--- config.mk ---
export PLATFORM = sky130hd
export DESIGN_NAME = toggle_period_meter
export DESIGN_NICKNAME = d
export VERILOG_FILES = /design/src/rtl/toggle_period_meter.sv
export SDC_FILE = /design/constraint.sdc
export NUM_CORES = 1
export LEC_CHECK = 0
export CAP_MARGIN = 40
export CORE_AREA = 2 2 77 79
export DETAILED_ROUTE_END_ITERATION = 8
export DIE_AREA = 0 0 79 81
export DONT_BUFFER_PORTS = 1
export HOLD_SLACK_MARGIN = 0.05
export PLACE_DENSITY = 0.8
export SKIP_CTS_REPAIR_TIMING = 1
export SYNTH_ARGS = -nofsm -noshare
export SYNTH_HDL_FRONTEND = slang
export SYNTH_SLANG_ARGS = --single-unit
export TNS_END_PERCENT = 10
--- constraint.sdc ---
create_clock -name sys_clk -period 2.45 [get_ports sys_clk]
set_input_delay 0.245 -clock sys_clk [delete_from_list [all_inputs] [get_ports sys_clk]]
set_output_delay 0.245 -clock sys_clk [all_outputs]
set_load 0.01 [all_outputs]
--- src/rtl/toggle_period_meter.sv ---
// toggle_period_meter: measures sys_clk cycles between successive transitions of an
// asynchronous toggling input and reports each half-period. It declares lock after
// LOCK_N consecutive in-tolerance half-periods and flags loss of toggling.
// Optional feature macro: TPM_ERR_CNT_EN adds the saturating err_cnt output.
module toggle_period_meter #(
  parameter int unsigned       CNT_W    = 26,
  parameter logic [CNT_W-1:0]  EXP_HALF = CNT_W'(25_000_000),
  parameter logic [CNT_W-1:0]  TOL      = CNT_W'(1_000),
  parameter int unsigned       LOCK_N   = 4,
  parameter logic [CNT_W-1:0]  TMO_CYC  = CNT_W'(50_000_000)
) (
  input  logic             sys_clk,
  input  logic             sys_rst,
  input  logic             sig_in,
  output logic [CNT_W-1:0] meas_half,
  output logic             meas_valid,
  output logic             in_lock,
  output logic             timeout
`ifdef TPM_ERR_CNT_EN
  ,
  output logic [7:0]       err_cnt
`endif
);

  typedef enum logic [1:0] {
    ST_IDLE   = 2'd0,
    ST_MEAS   = 2'd1,
    ST_LOCKED = 2'd2
  } state_t;

  // Tolerance window computed one bit wider so the upper bound cannot wrap;
  // the lower bound clamps at zero when TOL exceeds EXP_HALF.
  localparam logic [CNT_W:0] TOL_HI   = {1'b0, EXP_HALF} + {1'b0, TOL};
  localparam logic [CNT_W:0] TOL_LO   = (EXP_HALF > TOL) ? {1'b0, EXP_HALF - TOL} : '0;
  localparam logic [4:0]     LOCK_N_L = 5'(LOCK_N);

  logic             r_sync1;
  logic             r_sync2;
  logic             r_prev;
  logic [CNT_W-1:0] r_count;
  logic [3:0]       r_match;
  state_t           r_state;

  logic             w_edge;
  logic [CNT_W-1:0] w_meas;
  logic             w_in_tol;
  logic             w_lock_hit;

  function automatic logic [3:0] sat_match(input logic [3:0] m);
    return (m == 4'hF) ? m : m + 4'd1;
  endfunction

`ifdef TPM_ERR_CNT_EN
  function automatic logic [7:0] sat_err(input logic [7:0] e);
    return (e == 8'hFF) ? e : e + 8'd1;
  endfunction
`endif

  // Edge detect on the synchronised input, measured length and window test
  always_comb begin
    w_edge     = r_sync2 ^ r_prev;
    w_meas     = r_count + CNT_W'(1);
    w_in_tol   = ({1'b0, w_meas} >= TOL_LO) && ({1'b0, w_meas} <= TOL_HI);
    w_lock_hit = ({1'b0, r_match} + 5'd1) >= LOCK_N_L;
  end

  // Synchroniser, interval counter, lock FSM and registered outputs
  always_ff @(posedge sys_clk) begin
    if (sys_rst) begin
      r_sync1    <= 1'b0;
      r_sync2    <= 1'b0;
      r_prev     <= 1'b0;
      r_count    <= '0;
      r_match    <= '0;
      r_state    <= ST_IDLE;
      meas_half  <= '0;
      meas_valid <= 1'b0;
      in_lock    <= 1'b0;
      timeout    <= 1'b0;
`ifdef TPM_ERR_CNT_EN
      err_cnt    <= '0;
`endif
    end else begin
      r_sync1    <= sig_in;
      r_sync2    <= r_sync1;
      r_prev     <= r_sync2;
      meas_valid <= 1'b0;
      if (w_edge) begin
        // An edge always restarts the interval and wins over a coincident timeout
        r_count <= '0;
        timeout <= 1'b0;
        if (r_state == ST_IDLE) begin
          r_state <= ST_MEAS;
        end else begin
          meas_half  <= w_meas;
          meas_valid <= 1'b1;
          if (w_in_tol) begin
            r_match <= sat_match(r_match);
            if (w_lock_hit) begin
              r_state <= ST_LOCKED;
              in_lock <= 1'b1;
            end
          end else begin
            r_match <= '0;
            in_lock <= 1'b0;
            r_state <= ST_MEAS;
`ifdef TPM_ERR_CNT_EN
            err_cnt <= sat_err(err_cnt);
`endif
          end
        end
      end else if (r_count == TMO_CYC) begin
        // Count is pinned at TMO_CYC; the next edge becomes a fresh reference
        timeout <= 1'b1;
        in_lock <= 1'b0;
        r_match <= '0;
        r_state <= ST_IDLE;
      end else begin
        r_count <= r_count + CNT_W'(1);
      end
    end
  end

endmodule

Yosys cells after proc, flatten, opt, wreduce, memory -nomap -nowiden
Cells that the tools add are included.
Operators by class
  eq/ne operators: 6
  order comparisons: 3
  bitwise operators: 3
  add/sub/neg operators: 3
  reductions and logical operators: 9
  mux-type cells: 16
Operators by type and width (number)
  26-bit by 1-bit adder with 26-bit output (second input constant): 1
  26-bit == test (second input constant): 1
  26-bit by 25-bit >= comparator with 1-bit output (second input constant): 1
  26-bit by 25-bit <= comparator with 1-bit output (second input constant): 1
  4-bit 2-to-1 mux: 5
  2-bit 2-to-1 mux: 5
  1-bit 2-to-1 mux: 6
  3-bit AND reduction: 2
  4-bit by 1-bit adder with 5-bit output (second input constant): 1
  5-bit by 3-bit >= comparator with 1-bit output (second input constant): 1
  4-bit by 1-bit adder with 4-bit output (second input constant): 1
  4-bit == test (second input constant): 1
  4-bit by 2-bit inequality test with 1-bit output (second input constant): 1
  2-bit AND reduction: 2
  2-bit OR reduction: 2
  3-bit by 2-bit inequality test with 1-bit output (second input constant): 1
  3-bit inequality test (second input constant): 1
  2-bit logical NOT: 1
  2-bit inequality test (second input constant): 1
  1-bit NOT: 2
  2-bit nonzero test: 1
  1-bit logical AND: 1
  1-bit XOR: 1
Storage, ports and cells
  register bits: 64
  input bits: 3
  output and inout port bits: 29

Logic depth before layout (Yosys ltp)
  depth in word-level cells: 6
  mapped depth: 10

Worst setup path after synthesis
No wires, ideal clock.
  kind: reg2reg
  start point: register r_count[0]
  end point: register r_match[2]
  required time: 2.364 ns
  stages on the path, launching flop included: 10
  path buffers: 0
  slack: -0.239 ns
  data arrival time: 2.603 ns
  path through: dfxtp_1 ha_1 nand3_1 or4_1 xor2_1 or3b_1 a2111o_1 nor3_4 o211ai_1 a211oi_1
Between the ends
  cells in the longest elaborated chain, start to end: 6
  elaborated cells on any way between the ends: 11
  classes of those cells: add/sub: 1; order compare: 2; eq/ne: 2; mux: 3; reduce/logical: 3
RTL lines
  start: declaration: RTL line 40  | logic [CNT_W-1:0] r_count;
  start signal: assignment: RTL line 119  | r_count <= r_count + CNT_W'(1);
  26-bit by 1-bit adder with 26-bit output: RTL line 62  | w_meas = r_count + CNT_W'(1);
  26-bit by 25-bit >= comparator with 1-bit output / 26-bit by 25-bit <= comparator with 1-bit output (equally long branches): RTL line 63  | w_in_tol = ({1'b0, w_meas} >= TOL_LO) && ({1'b0, w_meas} <= TOL_HI);
  1-bit logical AND: RTL line 63
  4-bit 2-to-1 mux: RTL line 97  | if (w_in_tol) begin
  4-bit 2-to-1 mux: RTL line 92  | if (r_state == ST_IDLE) begin
  4-bit 2-to-1 mux: RTL line 88  | if (w_edge) begin
  end signal: assignment: RTL line 98  | r_match <= sat_match(r_match);
  end: declaration: RTL line 41  | logic [3:0] r_match;
Several ways; a longest one is shown, not always the timed one. The select of a mux whose other input is x is not followed.
A chain may end at the register's enable or synchronous reset.

Worst setup path after layout
  start point: register r_count[1]
  end point: register r_match[1]
Same word-level chain as after synthesis.

==> metrics <==
status finished with violations; diode count 0; Post-Syn Area 3070 um2; synth unique cells 55; Min-Delay Path Class in2reg; Leak 1.38 nW; Vias 2863; fin crit share 1.09; layer with the highest usage met2; DRT Pass-1 Iters 5; core area 5680 um2; CTS clk-pin slew, worst paths 0.07 ns; CTS tree done; area leader, netlist dfxtp_1; effective utilization at floorplan 0.541; crit-path cells ha_2, nand3_1, or4_4, xor2_1, or3b_1, a2111o_1, nor3_4, buf_6, nand4_1, a31oi_1; largest net degree at the start of global routing 52; Fin. Hold Viols 0; Crit path buffers/inverters 1; All-Layer GR Usage 0.256; P&R area growth vs syn 25.2%; crit start category flip-flop; placed cells 473; main combinational cell family by area after synthesis simple AND/OR/NAND/NOR gates; Mapped Avg Cell Area 8.46 um2; vias in the first global route 2723; post-synthesis compound-gate area fraction 0.157; power per cell area 541 nW/um2; #FFs+latches synth 64; CP arrival 2.94 ns; Total Wirelength 7.96 mm; worst slew pin tran 0.481 ns; required time worst endpoint 2.72 ns; max-slew violation count 0; Top Ports 32; clk sink count 64; final setup fails 7; met3 GRT Util 0.0922; Final Wtd Congestion 0.971; dominant cells by area after synthesis dfxtp_1 42%, nor2_1 8.4%, a211oi_1 6.8%; H-Tree Depth 3; fillers 458; failing checks negative setup slack; Max Clock Skew 0.00485 ns; final worst slack -0.218 ns; net count after synthesis 370; grt ovf 0; RSZ-0062 raised after global routing true; CP peak stage delay 0.42 ns; initial antenna violation count 0; drt drc 0; grt met2 use 0.415; Max Clock Freq 0.375 GHz; Die Span X 79 um; PortBufs 0; CTS buffer count 9; YS warnings 0; Clock Root Buffer clkbuf_8; most instantiated cells after synthesis 69 x nor2_1, 64 x dfxtp_1, 28 x a211oi_1; most frequent cell after synthesis nor2_1; Yosys top cell area share 0.417; initial DRC count 181; adder-cell share of the synthesized area 0.0163; Syn Inst Count 363; Slew HR 0.680; share of the core filled with cells 0.677; max_cap viols 0; worst slack at placement -0.208 ns; post-synthesis simple-gate area fraction 0.284; fin crit period 2.67 ns; Async SR Flop Fraction 0; worst setup path class reg2reg; post-synthesis sequential area ratio 0.417; FP Rows 28; Peak supply drop 0.523 mV; Cell Count, Final, Fillers Out 490; cell family with most CP delay simple AND/OR/NAND/NOR gates; final setup TNS -0.990 ns; Nets 418; Post-Synth XOR/XNOR Area 0.0770; Post-synth EDFFs 0; Die Ht 81 um; Clock Latency Late Sink 0.35 ns; hold slack 0.107 ns; ANT nets after route 0; global-route wire length before repair 12.5 mm; Final HPWL DP 5.44 mm; CP Max Fanout 5; CP max-delay cell or4_4; die area 6400 um2; M1 GR Usage 0.307; clk buf depth 2; routed len/inst 16.2 um; layout cells sized above 1 0.258; post-synthesis mux area share 0.00652; Synth Flop Type dfxtp_1; CP Capture Type flip-flop; number of vias per cell 5.84
placed cells by master (no fill, tap or decap), types with 3 or more instances in the layout:
cell,netlist,final
o21ai_0,3,3
nand4_1,14,14
clkbuf_8,0,10
buf_4,1,60
nor2b_1,4,4
nand2b_1,3,3
xor2_1,12,11
xnor2_1,15,14
clkinv_2,0,3
and2_1,6,5
dfxtp_1,64,59
dfxtp_2,0,5
a21oi_1,8,8
a31oi_1,4,3
inv_1,4,4
nand2_1,17,17
a211oi_1,28,27
nand3_1,19,18
ha_1,4,3
and3_1,4,4
nor2_1,69,69
o22ai_1,3,3
nor3_1,8,8
cell type report:
| class | count | area, um2 | area share |
|---|---|---|---|
| inverter | 4 | 15.0 | 0.00391 |
| clock inverter | 4 | 45.0 | 0.0117 |
| multi-input combinational | 268 | 1750 | 0.455 |
| tap | 75 | 93.8 | 0.0244 |
| clock buffer | 11 | 141 | 0.0368 |
| timing repair buffer | 64 | 512 | 0.133 |
| sequential | 64 | 1290 | 0.335 |
worst paths after layout:
kind / from / to / slack (ns) / cells after the start
min: sys_rst / r_state[1]$_SDFFE_PP0P_ / 0.11 / 2
max reg2reg: r_count[1]$_SDFFE_PP0N_ / r_match[1]$_SDFFE_PP0P_ / -0.22 / 10
max: r_count[1]$_SDFFE_PP0N_ / r_match[1]$_SDFFE_PP0P_ / -0.22 / 10
min reg2reg: r_sync1$_SDFF_PP0_ / r_sync2$_SDFF_PP0_ / 0.45 / 1
report_power, final:
part	internal (mW)	switching [mW]	leakage, nW
combinational	0.0548	0.0763	0.765
clock	0.486	0.386	0.0989
sequential	1.06	0.0164	0.519
total	1.60	0.479	1.38
through the flow:
step	area [um2]	power (mW)
final	3840	2.08
after floorplan	3070	1.17
after global placement	3530	1.21
after global routing	3840	2.16
after CTS	3720	2.08
after detailed placement	3530	1.21
routing by layer:
| layer | routed length (um) | share of wire |
|---|---|---|
| met5 | 0 | 0 |
| met4 | 292 | 0.037 |
| met1 | 3370 | 0.42 |
| met3 | 608 | 0.076 |
| met2 | 3690 | 0.46 |
sequential cells by signal, summed over array words and instances, names as in the netlist, 2 cells and up:
register   cells
meas_half     26
r_count       26
r_match        4
r_state        2
logic make-up after synthesis:
family | Yosys count
multiplexers | 2
buffers and inverters | 31
AO/OA/AOI/OAI | 65
XOR/XNOR | 27
flip-flops | 64
AND/OR/NAND/NOR | 170
adder cells (fa/ha/maj) | 4
Note: power is estimated with default switching activity, not from simulation.
